<file path="src/rtl/ser_par_align_pkg.sv">
// Shared types and constants for the serial-to-parallel comma aligner.
//   state_t       : alignment FSM states (HUNT / ALIGNED / ACTIVE)
//   COMMA_DEFAULT : default alignment/idle character
//   WORD_W        : parallel word width
//   BIT_CNT_W     : width of the in-word bit position counter
package ser_par_align_pkg;

    localparam int unsigned WORD_W    = 8;
    localparam int unsigned BIT_CNT_W = 3;

    localparam logic [WORD_W-1:0] COMMA_DEFAULT = 8'hBC;

    typedef enum logic [1:0] {
        HUNT    = 2'd0,
        ALIGNED = 2'd1,
        ACTIVE  = 2'd2
    } state_t;

endpackage

</file>
<file path="src/rtl/ser_par_align_comma_detect.sv">
// Combinational comparison of the current 8-bit window against the comma.
//   word_i  : candidate word (MSB is the oldest bit)
//   match_c : high when word_i equals COMMA
module ser_par_align_comma_detect
    import ser_par_align_pkg::*;
#(
    parameter logic [WORD_W-1:0] COMMA = COMMA_DEFAULT
) (
    input  logic [WORD_W-1:0] word_i,
    output logic              match_c
);

    assign match_c = (word_i == COMMA);

endmodule

</file>
<file path="src/rtl/ser_par_align.sv">
// Serial-to-parallel converter that locks word alignment on a comma character.
//   clk         : one serial bit per rising edge
//   reset       : asynchronous active-low reset
//   data_in     : serial stream, MSB of each word first
//   data_out    : last non-comma word received while ACTIVE
//   valid_out   : data_out holds a word received while ACTIVE
//   active      : FSM is in ACTIVE
//   word_strobe : one-cycle pulse at every word boundary once aligned
module ser_par_align
    import ser_par_align_pkg::*;
#(
    parameter logic [WORD_W-1:0] COMMA        = COMMA_DEFAULT,
    parameter int unsigned       ACTIVE_COUNT = 4
) (
    input  logic              clk,
    input  logic              reset,
    input  logic              data_in,
    output logic [WORD_W-1:0] data_out,
    output logic              valid_out,
    output logic              active,
    output logic              word_strobe
);

    localparam int unsigned          BC_W   = $clog2(ACTIVE_COUNT + 1);
    localparam logic [BC_W-1:0]      BC_MAX = BC_W'(ACTIVE_COUNT);
    localparam logic [BIT_CNT_W-1:0] BIT_LAST = BIT_CNT_W'(WORD_W - 1);

    state_t                state_q, state_d;
    // Only 7 bits of history are kept: the incoming bit completes the word.
    logic [WORD_W-2:0]     sr_q;
    logic [BIT_CNT_W-1:0]  bit_cnt_q, bit_cnt_d;
    logic [BC_W-1:0]       bc_cnt_q, bc_cnt_d;
    logic [WORD_W-1:0]     data_q, data_d;
    logic                  valid_q, valid_d;
    logic                  active_q, active_d;
    logic                  strobe_q, strobe_d;

    logic [WORD_W-1:0]     word_c;
    logic                  is_comma_c;
    logic                  boundary_c;
    logic [BC_W-1:0]       bc_inc_c;

    assign word_c     = {sr_q, data_in};
    assign boundary_c = (bit_cnt_q == BIT_LAST);
    assign bc_inc_c   = bc_cnt_q + BC_W'(1);

    ser_par_align_comma_detect #(
        .COMMA (COMMA)
    ) u_comma_detect (
        .word_i  (word_c),
        .match_c (is_comma_c)
    );

    // Next-state and output decode.
    always_comb begin
        state_d   = state_q;
        bit_cnt_d = bit_cnt_q;
        bc_cnt_d  = bc_cnt_q;
        data_d    = data_q;
        valid_d   = valid_q;
        strobe_d  = 1'b0;

        case (state_q)
            HUNT: begin
                // Any bit position may start a word; the match edge is the first boundary.
                if (is_comma_c) begin
                    bit_cnt_d = '0;
                    bc_cnt_d  = BC_W'(1);
                    strobe_d  = 1'b1;
                    state_d   = (ACTIVE_COUNT == 1) ? ACTIVE : ALIGNED;
                end
            end

            ALIGNED: begin
                bit_cnt_d = bit_cnt_q + BIT_CNT_W'(1);
                if (boundary_c) begin
                    strobe_d = 1'b1;
                    if (is_comma_c) begin
                        bc_cnt_d = bc_inc_c;
                        if (bc_inc_c == BC_MAX) begin
                            state_d = ACTIVE;
                        end
                    end else begin
                        bc_cnt_d = '0;
                        state_d  = HUNT;
                    end
                end
            end

            ACTIVE: begin
                bit_cnt_d = bit_cnt_q + BIT_CNT_W'(1);
                if (boundary_c) begin
                    strobe_d = 1'b1;
                    if (is_comma_c) begin
                        valid_d = 1'b0;
                    end else begin
                        data_d  = word_c;
                        valid_d = 1'b1;
                    end
                end
            end

            default: begin
                state_d = HUNT;
            end
        endcase

        active_d = (state_d == ACTIVE);
    end

    // State and output registers.
    always_ff @(posedge clk or negedge reset) begin
        if (!reset) begin
            state_q   <= HUNT;
            sr_q      <= '0;
            bit_cnt_q <= '0;
            bc_cnt_q  <= '0;
            data_q    <= '0;
            valid_q   <= 1'b0;
            active_q  <= 1'b0;
            strobe_q  <= 1'b0;
        end else begin
            state_q   <= state_d;
            sr_q      <= word_c[WORD_W-2:0];
            bit_cnt_q <= bit_cnt_d;
            bc_cnt_q  <= bc_cnt_d;
            data_q    <= data_d;
            valid_q   <= valid_d;
            active_q  <= active_d;
            strobe_q  <= strobe_d;
        end
    end

    assign data_out    = data_q;
    assign valid_out   = valid_q;
    assign active      = active_q;
    assign word_strobe = strobe_q;

endmodule

</file>
<file path="config.mk">
export PLATFORM = sky130hd
export DESIGN_NAME = ser_par_align
export DESIGN_NICKNAME = d
export VERILOG_FILES = /design/src/rtl/ser_par_align_pkg.sv /design/src/rtl/ser_par_align_comma_detect.sv /design/src/rtl/ser_par_align.sv
export SDC_FILE = /design/constraint.sdc
export NUM_CORES = 1
export LEC_CHECK = 0
export CAP_MARGIN = 25
export CORE_UTILIZATION = 49
export DETAILED_ROUTE_END_ITERATION = 10
export PLACE_DENSITY = 0.78
export SLEW_MARGIN = 20
export SYNTH_ARGS = -nofsm -noshare
export SYNTH_HDL_FRONTEND = slang
export SYNTH_HIERARCHICAL = 1
export SYNTH_SLANG_ARGS = --single-unit
</file>
<file path="constraint.sdc">
create_clock -name clk -period 1.6 [get_ports clk]
set_clock_uncertainty 0.1 [all_clocks]
set_input_delay 0.32 -clock clk [delete_from_list [all_inputs] [get_ports clk]]
set_output_delay 0.32 -clock clk [all_outputs]
set_load 0.005 [all_outputs]
</file>
-- After elaboration in Yosys (flattened, before gate mapping)
Cells that the tools add are included.
Widths: inputs -> output; s select.
- flip-flop bits (word level): 26
- bits in latches: 0
- memory bits (writable): 0
- bits in read-only memories: 0
- bits of input ports: 3
- output and inout port bits: 11
- logic and storage cells: 42
- memories kept: 0
- add/sub/neg operators: 2
- multipliers: 0
- div/mod/pow operators: 0
- order comparisons: 0
- equal/unequal tests: 8
- shifts and indexed selects: 0
- multiplexer cells: 15
- bitwise gates (word level): 1
- reduce and logical (&&, ||, !) cells: 8
- operator list (operator ; count):
    $mux 3 ; 4
    $pmux 3 s2 ; 2
    $eq 8x8->1 const B ; 1
    $mux 2 ; 4
    $add 3x1->3 const B ; 2
    $eq 3x3->1 const B ; 2
    $pmux 2 s3 ; 1
    $reduce_and 3->1 ; 2
    $eq 2x2->1 const B ; 2
    $ne 2x2->1 const B ; 2
    $reduce_and 2->1 ; 2
    $reduce_bool 2->1 ; 2
    $mux 1 ; 3
    $eq 2x1->1 const B ; 1
    $logic_not 2->1 ; 1
    $pmux 1 s2 ; 1
    $reduce_or 2->1 ; 1
    $not 1->1 ; 1

-- Longest topological paths before layout
Gate-level depths: netlist of the first run.
- word-level depth: 7
- gate-level depth with buffers: 7
- gate-level depth less buffers: 6

-- Cells and area by module
Netlist of the first run, hierarchy kept.
- modules (own cells, without submodules) (module ; instances ; cells each ; area an instance (µm²) ; sequential area each (µm²)):
    ser_par_align ; 1 ; 96 ; 1207.4 ; 650.6
    ser_par_align_comma_detect ; 1 ; 3 ; 25.0 ; 0.0

-- Worst setup path after synthesis of the first run
OpenSTA, ideal clock, no wires.
- path type: flip-flop to flip-flop
- start point: register bit_cnt_q[0]
- end point: register active_q (netlist: active)
- setup time: 0.119 ns
- data arrival time: 1.483 ns
- required time: 1.381 ns
- setup slack: -0.102 ns
- cell stages (with the launch flop): 8
- buffers on the path: 1
- period minus slack after synthesis: 1.702 ns
- path through: dfrtp_1 ha_1 ha_1 buf_6 and3_1 a31oi_1 a31oi_2 and2_1
- longest elaborated chain between the ends: 4
- ends and longest elaborated chain (item ; RTL line ; text):
    start, declared ; ser_par_align.sv:31 ; logic [BIT_CNT_W-1:0] bit_cnt_q, bit_cnt_d;
    start signal, assigned ; ser_par_align.sv:125 ; bit_cnt_q <= bit_cnt_d;
    $eq 3x3->1 ; ser_par_align.sv:44 ; assign boundary_c = (bit_cnt_q == BIT_LAST);
    $mux 2 ; ser_par_align.sv:76 ; if (boundary_c) begin
    $pmux 2 s3 ; ser_par_align.sv:63 ; case (state_q)
    named net state_d[1] ; ser_par_align.sv:28 ; state_t state_q, state_d;
    $eq 2x2->1 ; ser_par_align.sv:108 ; active_d = (state_d == ACTIVE);
    named net active_d ; ser_par_align.sv:35 ; logic active_q, active_d;
    end signal, assigned ; ser_par_align.sv:129 ; active_q <= active_d;
    end, declared ; ser_par_align.sv:35 ;
The timed path passes the listed nets, and every way through them passes these cells.
A chain may end at the register's enable or synchronous reset.

-- Worst setup path in the final report of the first run
- start point: register sr_q[5]
- end point: register bc_cnt_q[2]
- longest elaborated chain between the ends: 4
- elaborated cells on any way between the ends: 6
- those cells by class: 2 x eq/ne; 3 x mux; 1 x reduce/logical
- ends and longest elaborated chain (item ; RTL line ; text):
    start, declared ; ser_par_align.sv:30 ; logic [WORD_W-2:0] sr_q;
    start signal, assigned ; ser_par_align.sv:124 ; sr_q <= word_c[WORD_W-2:0];
    $eq 8x8->1 (*) ; ser_par_align_comma_detect.sv:13 ; assign match_c = (word_i == COMMA);
    named net is_comma_c ; ser_par_align.sv:39 ; logic is_comma_c;
    $mux 3 ; ser_par_align.sv:78 ; if (is_comma_c) begin
    $mux 3 ; ser_par_align.sv:76 ;
    $pmux 3 s2 ; ser_par_align.sv:63 ;
    end signal, assigned ; ser_par_align.sv:126 ; bc_cnt_q <= bc_cnt_d;
    end, declared ; ser_par_align.sv:32 ; logic [BC_W-1:0] bc_cnt_q, bc_cnt_d;
Mark *: on every way through the listed nets, which the timed path passes. The rest lies on a longest branch. The select of a mux whose other input is x is not followed.

==> out/metrics.csv, run 1 <==
stage,metric,value,unit
detailed_routing,route.detailed.drc,0,
critical_path,cp_cell_sequence,nand4b_1 > nor4_4 > buf_4 > nand2b_4 > buf_4 > o21ai_2 > a22o_1,
placement,place.port_buffers,13,
sta,layout_setup_ws,-0.1475,ns
sta,period_needed,1.747,ns
worst_hold_path,min_path_type,in -> async,
clocking,tritoncts,done,
final_layout,final_area,1708,sq um
clocking,htreeDepth,1,
global_routing,grt_pass1_wl,4091,um
global_routing,grt_antenna_before_repair,0,
floorplanning,die_w,52.15,um
critical_path,critical_path_class,reg -> reg,
detailed_routing,postRouteAntennaNets,0,
final_layout,fillers,157,
clocking,cts_sinks,26,
detailed_routing,totalWireLength,2708,um
critical_path,crit_path_top_delay_cell,dfrtp_1,
final_layout,drive_gt1_share,39.44,%
detailed_routing,avgRoutedWirePerCell,15.93,um
clocking,clk_latency,0.33,ns
critical_path,cpPeakStageDelay,0.43,ns
final_layout,synthToLayoutAreaGrowth,38.58,%
synthesis,synth-xor-area-share,0.7107,%
global_routing,overflow,0,
pwr,powerDensity,853.0,nW/um^2
global_routing,grt_pass1_vias,891,
synthesis,synthTopCellsByArea,"dfrtp_1, mux2_4, ha_1",
placement,pre_cts_slack,-0.3994,ns
global_routing,grt_max_degree,27,
synthesis,synthAdderAreaFrac,9.137,%
critical_path,crit_fanout,6,
outcome,violations,setup timing,
global_routing,grt_usage,21.45,%
pwr,leakage,0.0009048,uW
floorplanning,core_area,2297,sq um
synthesis,synth_top_area_share,52.79,%
critical_path,startpoint_type,flop,
synthesis,ys_ff_latch,26,
detailed_routing,vias,904,
synthesis,syn_inst,99,
synthesis,syn_avg_cell_area,12.45,sq um
clocking,numCtsBuffers,3,
floorplanning,io_pins,14,
synthesis,synth_top_family_by_area,simple AND/OR/NAND/NOR gates,
clocking,cts_root_buf,clkbuf_4,
critical_path,end_kind,flop,
synthesis,synth_flop_cell,dfrtp_1,
clocking,ctsHoldBuffers,0,
synthesis,syn-num-nets,111,
sta,fmaxAchievable,0.5723,GHz
critical_path,cp_common_cell,buf_4,
sta,hold_viol_final,0,
sta,fin_crit_sh,109.2,%
synthesis,synth_warnings,6,
synthesis,synthesis.area,1232,sq um
synthesis,synth_compound_area_share,9.340,%
placement,placed_cell_area,1514,sq um
outcome,outcome,finished with violations,
detailed_routing,via_per_inst,5.318,
pwr,ir_drop,0.9241,mV
synthesis,synth_edf_count,0,
floorplanning,start_util,53.65,%
clocking,cts.clk_slew.worst_paths,0.15,ns
synthesis,seq_area_frac_synth,52.79,%
sta,rsz0062_at_grt,yes,
clocking,cts_buffer_depth,2,
sta,tns,-1.690,ns
final_layout,fin_nets,155,
placement,place_hpwl,1726,um
sta,max_slew_margin,78.06,%
sta,slew_viol_final,0,
floorplanning,die_area,2720,sq um
sta,final-setup-viol-count,18,
job,drv_cap,0,
sta,tightest_slew,0.3291,ns
synthesis,synth-simple-area-share,13.60,%
critical_path,crit_required,1.73,ns
synthesis,synth_area_leader_cell,dfrtp_1,
detailed_routing,drt_iter0_markers,18,
synthesis,synthMuxAreaShare,9.746,%
critical_path,critical_path_arrival,1.88,ns
final_layout,fin_util,74.35,%
final_layout,antenna_cells,0,
floorplanning,die_y,52.15,um
synthesis,async_flop_share,100.0,%
detailed_routing,drt_first_pass_iters,4,
placement,gp_congestion,0.8587,
synthesis,synth.distinct_cells,27,
floorplanning,row_count,17,
state kept, by name, summed over array words and instances (netlist names):
name	count
active	1
bc_cnt_q	3
bit_cnt_q	3
data_out	8
sr_q	7
state_q	2
valid_out	1
word_strobe	1
area by class of cell:
cell class	count	area (sq um)	area share [%]
inverters	5	18.77	1.099
multi-input cells	64	575.6	33.70
clock inverters	1	30.03	1.758
flip-flops and latches	26	650.6	38.10
repair buffers	43	375.4	21.98
clock buffers	3	22.52	1.319
well taps	28	35.03	2.051
cells in the mapped netlist (2+ instances only):
| master | n |
|---|---|
| nand3b_1 | 2 |
| ha_1 | 9 |
| a22o_1 | 3 |
| a21oi_1 | 2 |
| nand3_1 | 3 |
| dfrtp_1 | 26 |
| nand2b_1 | 3 |
| nand2_1 | 13 |
| buf_6 | 3 |
| mux2_4 | 8 |
| inv_1 | 5 |
| o21ai_0 | 7 |
cell usage in the layout (no fill, tap or decap), types with 2 or more instances in the layout:
cell type	Yosys	final
buf_4	0	27
dfrtp_1	26	26
nand2_1	13	12
dlygate4sd2_1	0	11
mux2_4	8	8
ha_1	9	5
inv_1	5	4
o21ai_0	7	4
nand2b_1	3	3
a22o_1	3	3
ha_2	0	3
clkbuf_4	0	3
nand3_1	3	2
o21ai_1	0	2
nand3b_1	2	2
clkdlybuf4s50_1	0	2
routing by layer:
layer  GRT usage (%)  up-vias  routed length (um)
met4           6.140        0                  38
met5               0        -                   0
met2           37.82       23                1434
met3           6.433        5                 105
met1           24.95      447                1130
li1                -      429                   -
through the flow:
stage | cells | power, uW | hold slack, ns
finish | 170 | 1457 | 0.2508
global route | 170 | 1529 | 0.2591
floorplan | 99 | 855.6 | -0.07559
detailed placement | 155 | 956.2 | 0.2886
global placement | 155 | 940.5 | 0.2979
CTS | 166 | 1440 | 0.2363
kinds of logic after synthesis:
| logic type | Yosys count |
|---|---|
| AOI/OAI and AO/OA | 16 |
| buffers and inverters | 9 |
| muxes | 8 |
| xor gates and xnor gates | 1 |
| adders and majority gates | 9 |
| DFF | 26 |
| and+or+nand+nor | 30 |
final timing paths:
kind | from | end | slack [ns] | cells after the start
min in group clk | sr_q[3] | sr_q[4] | 0.33 | 0
max reg2reg | sr_q[5] | bc_cnt_q[2] | -0.15 | 7
min | reset | data_out[1] | 0.25 | 2
min reg2reg | sr_q[3] | sr_q[4] | 0.33 | 0
max in group asynchronous | reset | data_out[4] | 0.90 | 2
max | sr_q[5] | bc_cnt_q[2] | -0.15 | 7
timing repair:
item,4_1_cts,5_1_grt
resized for setup,15,14
buffers inserted,7,3
pin swaps,2,4
setup endpoints to repair,29,18
cloned,0,1
power breakdown:
| part | internal (uW) | switching, uW | leakage (uW) |
|---|---|---|---|
| logic | 136 | 118 | 0.000539 |
| clock network | 254 | 202 | 0.0000279 |
| registers | 708 | 40.1 | 0.000338 |
critical path: cells and delay by family, from the launching register on:
kind | cells | cell delay [ns]
simple gates | 3 | 0.58
flops | 1 | 0.43
buf+inv | 2 | 0.30
compound gates | 2 | 0.25
No activity file was read; power rests on OpenSTA's default activity.
==> run 2: changes to the inputs <==
- CTS_CLUSTER_SIZE: default -> 25
==> results of run 2 <==
Final layout, timing and power as in run 1 (identical DEF).
